### src/rtl/decode_pkg.sv
// Shared definitions for the RV32/RV64 decode stage: base opcode table,
// instruction format enum and the XLEN-independent decoded field bundle.
// Ports: none (package).
package decode_pkg;

  // Major opcodes recognised by the decoder (inst[6:0]).
  localparam logic [6:0] OPC_LOAD      = 7'b0000011;
  localparam logic [6:0] OPC_MISC_MEM  = 7'b0001111;
  localparam logic [6:0] OPC_OP_IMM    = 7'b0010011;
  localparam logic [6:0] OPC_AUIPC     = 7'b0010111;
  localparam logic [6:0] OPC_OP_IMM_32 = 7'b0011011;
  localparam logic [6:0] OPC_STORE     = 7'b0100011;
  localparam logic [6:0] OPC_OP        = 7'b0110011;
  localparam logic [6:0] OPC_LUI       = 7'b0110111;
  localparam logic [6:0] OPC_OP_32     = 7'b0111011;
  localparam logic [6:0] OPC_BRANCH    = 7'b1100011;
  localparam logic [6:0] OPC_JALR      = 7'b1100111;
  localparam logic [6:0] OPC_JAL       = 7'b1101111;
  localparam logic [6:0] OPC_SYSTEM    = 7'b1110011;

  // func7 values accepted on OP / OP-32.
  localparam logic [6:0] F7_BASE = 7'b0000000;
  localparam logic [6:0] F7_ALT  = 7'b0100000;
  localparam logic [6:0] F7_MULDIV = 7'b0000001;

  typedef enum logic [2:0] {
    FMT_R    = 3'd0,
    FMT_I    = 3'd1,
    FMT_S    = 3'd2,
    FMT_B    = 3'd3,
    FMT_U    = 3'd4,
    FMT_J    = 3'd5,
    FMT_NONE = 3'd6
  } fmt_e;

  // Decoded fields that do not depend on XLEN; imm and pc travel beside it.
  typedef struct packed {
    logic [6:0] func7;
    logic [4:0] rs2;
    logic [4:0] rs1;
    logic [2:0] func3;
    logic [4:0] rd;
    logic [6:0] opcode;
    fmt_e       fmt;
    logic       illegal;
  } dec_t;

  localparam dec_t DEC_RESET = '{
    func7:   7'd0,
    rs2:     5'd0,
    rs1:     5'd0,
    func3:   3'd0,
    rd:      5'd0,
    opcode:  7'd0,
    fmt:     FMT_NONE,
    illegal: 1'b0
  };

  function automatic logic func7_ok(input logic [6:0] f7, input logic en_m);
    return (f7 == F7_BASE) || (f7 == F7_ALT) || (en_m && (f7 == F7_MULDIV));
  endfunction

endpackage

### src/rtl/decode_stage_imm_gen.sv
// Combinational decoder: field extraction, format classification, illegal
// detection and XLEN-wide sign-extended immediate.
// Ports: inst_i (raw 32-bit instruction) -> dec_o (field bundle), imm_o (XLEN).
module imm_gen
  import decode_pkg::*;
#(
  parameter int XLEN = 32,
  parameter int EN_M = 1,
  parameter int EN_W = 0
) (
  input  logic [31:0]     inst_i,
  output dec_t            dec_o,
  output logic [XLEN-1:0] imm_o
);

  // W opcodes only exist on a 64-bit core that opts in.
  localparam logic W_OK  = (EN_W != 0) && (XLEN == 64);
  localparam logic M_OK  = (EN_M != 0);

  logic [6:0]  opc;
  logic [6:0]  f7;
  fmt_e        fmt;
  logic        ill;
  logic [31:0] imm32;

  assign opc = inst_i[6:0];
  assign f7  = inst_i[31:25];

  always_comb begin
    fmt = FMT_NONE;
    ill = 1'b0;
    if (inst_i[1:0] != 2'b11) begin
      ill = 1'b1;
    end else begin
      case (opc)
        OPC_LOAD, OPC_OP_IMM, OPC_JALR, OPC_SYSTEM: fmt = FMT_I;
        OPC_OP_IMM_32: begin
          if (W_OK) fmt = FMT_I;
          else      ill = 1'b1;
        end
        OPC_STORE:           fmt = FMT_S;
        OPC_BRANCH:          fmt = FMT_B;
        OPC_LUI, OPC_AUIPC:  fmt = FMT_U;
        OPC_JAL:             fmt = FMT_J;
        // Fences are legal but carry no immediate the pipeline uses.
        OPC_MISC_MEM:        fmt = FMT_NONE;
        OPC_OP: begin
          if (func7_ok(f7, M_OK)) fmt = FMT_R;
          else                    ill = 1'b1;
        end
        OPC_OP_32: begin
          if (W_OK && func7_ok(f7, M_OK)) fmt = FMT_R;
          else                            ill = 1'b1;
        end
        default: ill = 1'b1;
      endcase
    end
  end

  // Illegal encodings leave fmt at NONE, so they fall through to imm=0.
  always_comb begin
    imm32 = 32'd0;
    case (fmt)
      FMT_I: imm32 = {{20{inst_i[31]}}, inst_i[31:20]};
      FMT_S: imm32 = {{20{inst_i[31]}}, inst_i[31:25], inst_i[11:7]};
      FMT_B: imm32 = {{19{inst_i[31]}}, inst_i[31], inst_i[7], inst_i[30:25],
                      inst_i[11:8], 1'b0};
      FMT_U: imm32 = {inst_i[31:12], 12'd0};
      FMT_J: imm32 = {{11{inst_i[31]}}, inst_i[31], inst_i[19:12], inst_i[20],
                      inst_i[30:21], 1'b0};
      default: imm32 = 32'd0;
    endcase
  end

  // All formats are 32-bit sign-extended values; widen from bit 31.
  assign imm_o = XLEN'($signed(imm32));

  assign dec_o = '{
    func7:   inst_i[31:25],
    rs2:     inst_i[24:20],
    rs1:     inst_i[19:15],
    func3:   inst_i[14:12],
    rd:      inst_i[11:7],
    opcode:  inst_i[6:0],
    fmt:     fmt,
    illegal: ill
  };

endmodule

### src/rtl/decode_stage.sv
// Registered decode stage: output register plus one skid entry, 1-cycle latency.
// Ports: clk/rst, flush, in_valid/in_ready/in_inst/in_pc upstream,
// out_valid/out_ready and decoded out_* fields downstream.
module decode_stage
  import decode_pkg::*;
#(
  parameter int XLEN = 32,
  parameter int EN_M = 1,
  parameter int EN_W = 0
) (
  input  logic            clk,
  input  logic            rst,
  input  logic            flush,
  input  logic            in_valid,
  output logic            in_ready,
  input  logic [31:0]     in_inst,
  input  logic [XLEN-1:0] in_pc,
  output logic            out_valid,
  input  logic            out_ready,
  output logic [XLEN-1:0] out_pc,
  output logic [6:0]      out_opcode,
  output logic [4:0]      out_rd,
  output logic [2:0]      out_func3,
  output logic [4:0]      out_rs1,
  output logic [4:0]      out_rs2,
  output logic [6:0]      out_func7,
  output logic [XLEN-1:0] out_imm,
  output fmt_e            out_fmt,
  output logic            out_illegal
);

  dec_t            in_dec;
  logic [XLEN-1:0] in_imm;

  imm_gen #(
    .XLEN (XLEN),
    .EN_M (EN_M),
    .EN_W (EN_W)
  ) u_imm_gen (
    .inst_i (in_inst),
    .dec_o  (in_dec),
    .imm_o  (in_imm)
  );

  // Output register (OR) and skid entry (SK).
  logic            or_vld_q, or_vld_d;
  dec_t            or_dec_q, or_dec_d;
  logic [XLEN-1:0] or_imm_q, or_imm_d;
  logic [XLEN-1:0] or_pc_q,  or_pc_d;
  logic            sk_vld_q, sk_vld_d;
  dec_t            sk_dec_q, sk_dec_d;
  logic [XLEN-1:0] sk_imm_q, sk_imm_d;
  logic [XLEN-1:0] sk_pc_q,  sk_pc_d;

  logic xfer;
  logic accept;
  logic or_load;

  // Ready depends only on the skid flag, so out_ready never reaches in_ready.
  assign in_ready = !sk_vld_q;
  assign xfer     = or_vld_q && out_ready;
  assign accept   = in_valid && in_ready;
  assign or_load  = !or_vld_q || xfer;

  always_comb begin
    or_vld_d = or_vld_q;
    or_dec_d = or_dec_q;
    or_imm_d = or_imm_q;
    or_pc_d  = or_pc_q;
    sk_vld_d = sk_vld_q;
    sk_dec_d = sk_dec_q;
    sk_imm_d = sk_imm_q;
    sk_pc_d  = sk_pc_q;
    if (flush) begin
      // Any transfer this cycle already completed; everything else is dropped.
      or_vld_d = 1'b0;
      sk_vld_d = 1'b0;
    end else if (or_load) begin
      if (sk_vld_q) begin
        // in_ready is low while the skid is full, so no input competes here.
        or_vld_d = 1'b1;
        or_dec_d = sk_dec_q;
        or_imm_d = sk_imm_q;
        or_pc_d  = sk_pc_q;
        sk_vld_d = 1'b0;
      end else begin
        or_vld_d = accept;
        if (accept) begin
          or_dec_d = in_dec;
          or_imm_d = in_imm;
          or_pc_d  = in_pc;
        end
      end
    end else if (accept) begin
      // OR is stalled: park the instruction that was already in flight.
      sk_vld_d = 1'b1;
      sk_dec_d = in_dec;
      sk_imm_d = in_imm;
      sk_pc_d  = in_pc;
    end
  end

  always_ff @(posedge clk or posedge rst) begin
    if (rst) begin
      or_vld_q <= 1'b0;
      or_dec_q <= DEC_RESET;
      or_imm_q <= '0;
      or_pc_q  <= '0;
      sk_vld_q <= 1'b0;
      sk_dec_q <= DEC_RESET;
      sk_imm_q <= '0;
      sk_pc_q  <= '0;
    end else begin
      or_vld_q <= or_vld_d;
      or_dec_q <= or_dec_d;
      or_imm_q <= or_imm_d;
      or_pc_q  <= or_pc_d;
      sk_vld_q <= sk_vld_d;
      sk_dec_q <= sk_dec_d;
      sk_imm_q <= sk_imm_d;
      sk_pc_q  <= sk_pc_d;
    end
  end

  assign out_valid   = or_vld_q;
  assign out_pc      = or_pc_q;
  assign out_imm     = or_imm_q;
  assign out_opcode  = or_dec_q.opcode;
  assign out_rd      = or_dec_q.rd;
  assign out_func3   = or_dec_q.func3;
  assign out_rs1     = or_dec_q.rs1;
  assign out_rs2     = or_dec_q.rs2;
  assign out_func7   = or_dec_q.func7;
  assign out_fmt     = or_dec_q.fmt;
  assign out_illegal = or_dec_q.illegal;

endmodule

### config.mk
export PLATFORM = sky130hd
export DESIGN_NAME = decode_stage
export DESIGN_NICKNAME = d
export VERILOG_FILES = /design/src/rtl/decode_pkg.sv /design/src/rtl/decode_stage_imm_gen.sv /design/src/rtl/decode_stage.sv
export SDC_FILE = /design/constraint.sdc
export NUM_CORES = 1
export LEC_CHECK = 0
export CORE_UTILIZATION = 30
export DETAILED_ROUTE_END_ITERATION = 10
export PLACE_DENSITY = 0.49
export RECOVER_POWER = 25
export SYNTH_ARGS = -nofsm -noshare
export SYNTH_HDL_FRONTEND = slang
export SYNTH_SLANG_ARGS = --single-unit
### constraint.sdc
create_clock -name clk -period 10.6 [get_ports clk]
set_input_delay 2.12 -clock clk [delete_from_list [all_inputs] [get_ports clk]]
set_output_delay 2.12 -clock clk [all_outputs]
set_load 0.03 [all_outputs]
# After elaboration in Yosys (flattened, before gate mapping)
# Cells that the tools add are included.
[word_totals]
input_bits = 69
elab_cells = 78
regBits = 202
[classes]
n_bitwise = 2
eq_ne = 19
reduce_logical = 16
mux = 19
[op_table]
columns = ["op", "count"]
rows = [
  ["$pmux W32 S5", 1],
  ["$mux W32", 4],
  ["$mux W36", 2],
  ["$eq A7 B6 Y1 const B", 4],
  ["$eq A7 B7 Y1 const B", 4],
  ["$pmux W3 S6", 1],
  ["$eq A7 B5 Y1 const B", 2],
  ["$reduce_or A10 Y1", 1],
  ["$mux W1", 8],
  ["$eq A7 B1 Y1 const B", 1],
  ["$eq A7 B2 Y1 const B", 1],
  ["$eq A7 B4 Y1 const B", 1],
  ["$logic_not A7 Y1", 1],
  ["$eq A3 B2 Y1 const B", 2],
  ["$eq A3 B3 Y1 const B", 2],
  ["$mux W3", 2],
  ["$reduce_and A3 Y1", 2],
  ["$reduce_bool A2 Y1", 2],
  ["$reduce_or A4 Y1", 1],
  ["$eq A3 B1 Y1 const B", 1],
  ["$logic_or A1 B1 Y1", 3],
  ["$reduce_bool A3 Y1", 1],
  ["$logic_and A1 B1 Y1", 2],
  ["$logic_not A1 Y1", 2],
  ["other kinds (4)", 5],
]

# Longest topological paths before layout
[depth]
ltp_word = 10
depth_mapped = 8
depth_no_buf = 5

# Cells and area by module
# A second synthesis with hierarchy kept.
[unflattened]
hier_cells = 664
hier_area_um2 = 10221.1
[modules_own_cells]
columns = ["mod", "area_per_inst_um2", "seq_area_each_um2", "instances", "cells_per_inst"]
rows = [
  ["decode_stage", 9362.7, 5059.9, 1, 545],
  ["imm_gen", 858.3, 0.0, 1, 119],
]

# Least setup slack after synthesis
# OpenSTA, ideal clock, no wires.
[synth_path]
path_kind = "register to output"
from = "register sk_vld_q"
to = "output port in_ready"
n_path_buf = 3
setup_slack_ns = 7.144
arrival_time_ns = 1.336
path_stages_with_launch = 5
path_cell_list = "dfrtp_1 -> buf_4 -> inv_1 -> clkbuf_1 -> clkbuf_1"
[synth_via]
elab_chain_len = 1
[synth_rtl]
columns = ["item", "line_no", "rtl"]
rows = [
  ["start: declaration", "decode_stage.sv:50", "logic sk_vld_q, sk_vld_d;"],
  ["start signal: assignment", "decode_stage.sv:118", "sk_vld_q <= sk_vld_d;"],
  ["$logic_not A1 Y1", "decode_stage.sv:60", "assign in_ready = !sk_vld_q;"],
  ["end: declaration", "decode_stage.sv:15", "output logic in_ready,"],
]
# No other way between the ends.

# Worst setup path after layout
[layout_path]
from = "input port in_valid"
to = "register or_imm_q[19] (netlist: out_imm[19])"
[layout_via]
elab_chain_len = 3
[layout_rtl]
columns = ["item", "line_no", "rtl"]
rows = [
  ["start: declaration", "decode_stage.sv:14", "input logic in_valid,"],
  ["$logic_and A1 B1 Y1", "decode_stage.sv:62", "assign accept = in_valid && in_ready;"],
  ["$reduce_bool A2 Y1 (no source line)", "-", ""],
  ["$reduce_and A3 Y1 (no source line)", "-", ""],
  ["end signal: assignment", "decode_stage.sv:116", "or_imm_q <= or_imm_d;"],
  ["end: declaration", "decode_stage.sv:48", "logic [XLEN-1:0] or_imm_q, or_imm_d;"],
]
# No other way between the ends.
# A chain may end at the register's enable or synchronous reset.

==> impl_metrics.json <==
{
  "status": "finished with violations",
  "violations": "capacitance limit, slew limit",
  "crit_family": "simple AND/OR/NAND/NOR gates",
  "vias_per_cell": 4.748,
  "slowest_stage": "or3_1",
  "layout_common_cells": "nand2_1 (286), dfrtp_1 (197), clkdlybuf4s50_1 (168), o21ai_0 (102), mux2i_1 (66)",
  "dieArea_sq_um": 30030,
  "initial_core_util": 0.3058,
  "tightest_slew_ps": 2158,
  "syn-cell-area_sq_um": 8801,
  "netlist-cell-type-count": 45,
  "die_w_um": 173.3,
  "io_pins": 171,
  "grt_pass1_wl_um": 40240,
  "dpl_cell_area_sq_um": 10790,
  "p_leak_nw": 5.136,
  "final_max_slew_viol_count": 75,
  "antenna_found_initial": 1,
  "synth_ff_type": "dfrtp_1",
  "hold_buffers": 0,
  "worstHoldPathType": "reg2reg",
  "clk_path_buf_depth": 3,
  "worstSkewPairLatency_ps": 520,
  "cts_tree": "built",
  "whs_path_depth": 2,
  "dpl.cell_count": 1418,
  "rsz0062_at_grt": "false",
  "routed_wl_um": 25080,
  "worstPathRequired_ps": 11040,
  "ys_async_sr_fraction": 1.000,
  "die_y_um": 173.3,
  "final_hold_viol_count": 0,
  "clock_sinks": 202,
  "fmax_mhz": 167.6,
  "routed-via-count": 6941,
  "final-instance-count-excl-fill": 1462,
  "grt_usage": 0.1685,
  "grt_overflow_total": 0,
  "cp_num_buf_inv": 2,
  "place_congestion": 0.7682,
  "cts_max_level": 1,
  "synthesis.nets": 988,
  "cts-root-buf": "clkbuf_16",
  "first_pass_iters": 5,
  "synth_top_cell_by_area": "dfrtp_1",
  "slew_headroom": -0.4388,
  "clkTransAtPathRegs_ps": 60,
  "setup_viol": 0,
  "grt_pass1_vias": 6822,
  "wl_met3_um": 1389,
  "reg2regPathDepth": 6,
  "yosys_warnings": 0,
  "stdcell_area_sq_um": 11620,
  "ant_nets": 0,
  "path_class": "in2reg",
  "synth_top_cell_area_share": 0.5630,
  "cts_made_buffers": 24,
  "finish.utilization": 0.4038,
  "port_buffers": 170,
  "total_power_mw": 2.288,
  "layout-drive-gt1-share": 0.05659,
  "fin_skew_ps": 8.023,
  "n_antenna_cell": 0,
  "maxCapViolations": 1,
  "crit_fanout": 93,
  "drtIter0Drc": 560,
  "synth-seq-area-share": 0.5749,
  "timing.final.crit_share": 0.5628,
  "nets": 1129,
  "routed.top_layer": "met4",
  "areaGrowthSynthToFinish_pct": 32.04,
  "cp.depth": 7,
  "final_common_cell": "nand2_1",
  "routedWlPerCell_um": 17.16,
  "synthCells": 919,
  "ir_drop_v": 0.00009833,
  "cts_setup_buffers": 0,
  "finalSetupTns_ps": 0,
  "post-route-drc-count": 0,
  "power.density_nw_per_um2": 196.8,
  "met2_wirelength_um": 10830,
  "cpMostUsedCell": "nor2_1",
  "critPathCaptureType": "register",
  "slowest_delay_ps": 1620,
  "ctsResizeCount": 0,
  "wl_met1_um": 12300,
  "cp.arrival_ps": 6410,
  "rows": 62,
  "hpwl_um": 15350,
  "ys_ff_latch": 202,
  "start_kind": "primary input",
  "fin_crit_ps": 5966,
  "synth_area_leaders": "dfrtp_1 (56%), nand2_1 (12%), mux2i_1 (7.5%), o21ai_0 (5.8%), a21oi_1 (2.3%)",
  "syn_avg_cell_area_sq_um": 9.577,
  "synth_edf_count": 0,
  "grt_max_degree": 124,
  "core_sq_um": 28780,
  "path_cells": "dlygate4sd3_1, nor2_1, or3_1, buf_4, nor2_1, and2_1, a21oi_1"
}
==> area by class of cell <==
class                   count  area, sq um
fillers                  2880        17160
flip-flops and latches    202         5064
repair buffers            178         1762
multi-input cells         650         3458
clock buffers              32        671.9
clock inverters            12        162.7
well taps                 384        480.5
inverters                   4        22.52
==> power breakdown <==
group | leakage (nW) | internal [mW] | switching (mW) | total, mW
Clock | 0.412 | 0.542 | 0.330 | 0.872
Sequential | 2.54 | 0.905 | 0.0703 | 0.976
Combinational | 2.18 | 0.181 | 0.260 | 0.441
Total | 5.14 | 1.63 | 0.660 | 2.29
==> per-layer routing <==
layer	vias up	track usage
met5	-	0
met1	3336	0.2511
li1	3392	-
met2	173	0.2482
met3	40	0.03268
met4	0	0.04462
==> worst paths after layout <==
check | from | end | slack (ps)
worst max-delay path | in_valid | out_imm[19]$_DFFE_PP0P_ | 4630
worst min-delay path | sk_pc_q[19]$_DFFE_PP0P_ | sk_pc_q[19]$_DFFE_PP0P_ | 470
worst max register to register | sk_vld_q$_DFFE_PP0P_ | out_imm[19]$_DFFE_PP0P_ | 6060
worst min register to register | sk_pc_q[19]$_DFFE_PP0P_ | sk_pc_q[19]$_DFFE_PP0P_ | 470
max in group asynchronous | rst | sk_dec_q[14]$_DFFE_PP0P_ | 6660
min in group asynchronous | rst | out_rs1[4]$_DFFE_PP0P_ | 2260
==> kinds of logic after synthesis <==
| kind of cell | count (synthesis) | share of synthesized area |
|---|---|---|
| multiplexers | 66 | 0.07506 |
| AND/OR/NAND/NOR | 382 | 0.1821 |
| buffers and inverters | 67 | 0.03426 |
| AO/OA/AOI/OAI | 202 | 0.1336 |
| flip-flops | 202 | 0.5749 |
==> sequential cells by signal (all words and copies together) (netlist names), 7 cells and up <==
name        count
out_pc         32
sk_pc_q        32
sk_dec_q       36
sk_imm_q       32
out_func7       7
out_imm        32
out_opcode      7
==> cell usage after synthesis, types with 2 or more instances <==
| library cell | n |
|---|---|
| a21o_1 | 11 |
| a21oi_1 | 40 |
| a221o_1 | 6 |
| a22o_1 | 7 |
| a31oi_1 | 20 |
| and2_1 | 4 |
| and3_1 | 14 |
| buf_1 | 2 |
| buf_2 | 25 |
| buf_6 | 2 |
| clkbuf_1 | 33 |
| dfrtp_1 | 198 |
| dfstp_2 | 4 |
| inv_1 | 4 |
| mux2i_1 | 66 |
| nand2_1 | 286 |
| nand2b_1 | 4 |
| nand3_1 | 5 |
| nand3b_1 | 2 |
| nand4b_1 | 2 |
| nor2_1 | 38 |
| nor2b_1 | 3 |
| nor3_1 | 4 |
| nor3_2 | 2 |
| o21ai_0 | 102 |
| o22ai_1 | 5 |
| or3_1 | 12 |
==> stage by stage <==
step | hold WS [ps] | setup slack (ps)
3_3_place_gp | 455.2 | 5270
5_1_grt | 493.7 | 4129
3_5_place_dp | 462.6 | 5175
2_1_floorplan | 442.3 | 2976
4_1_cts | 476.5 | 5502
6_report | 473.7 | 4634
==> worst min-delay path, stage by stage, from the launching register on <==
cell     delay [ps]
dfrtp_1         340
nand2_1          50
nand2_1          50
Note: power is estimated with default switching activity, not from simulation.
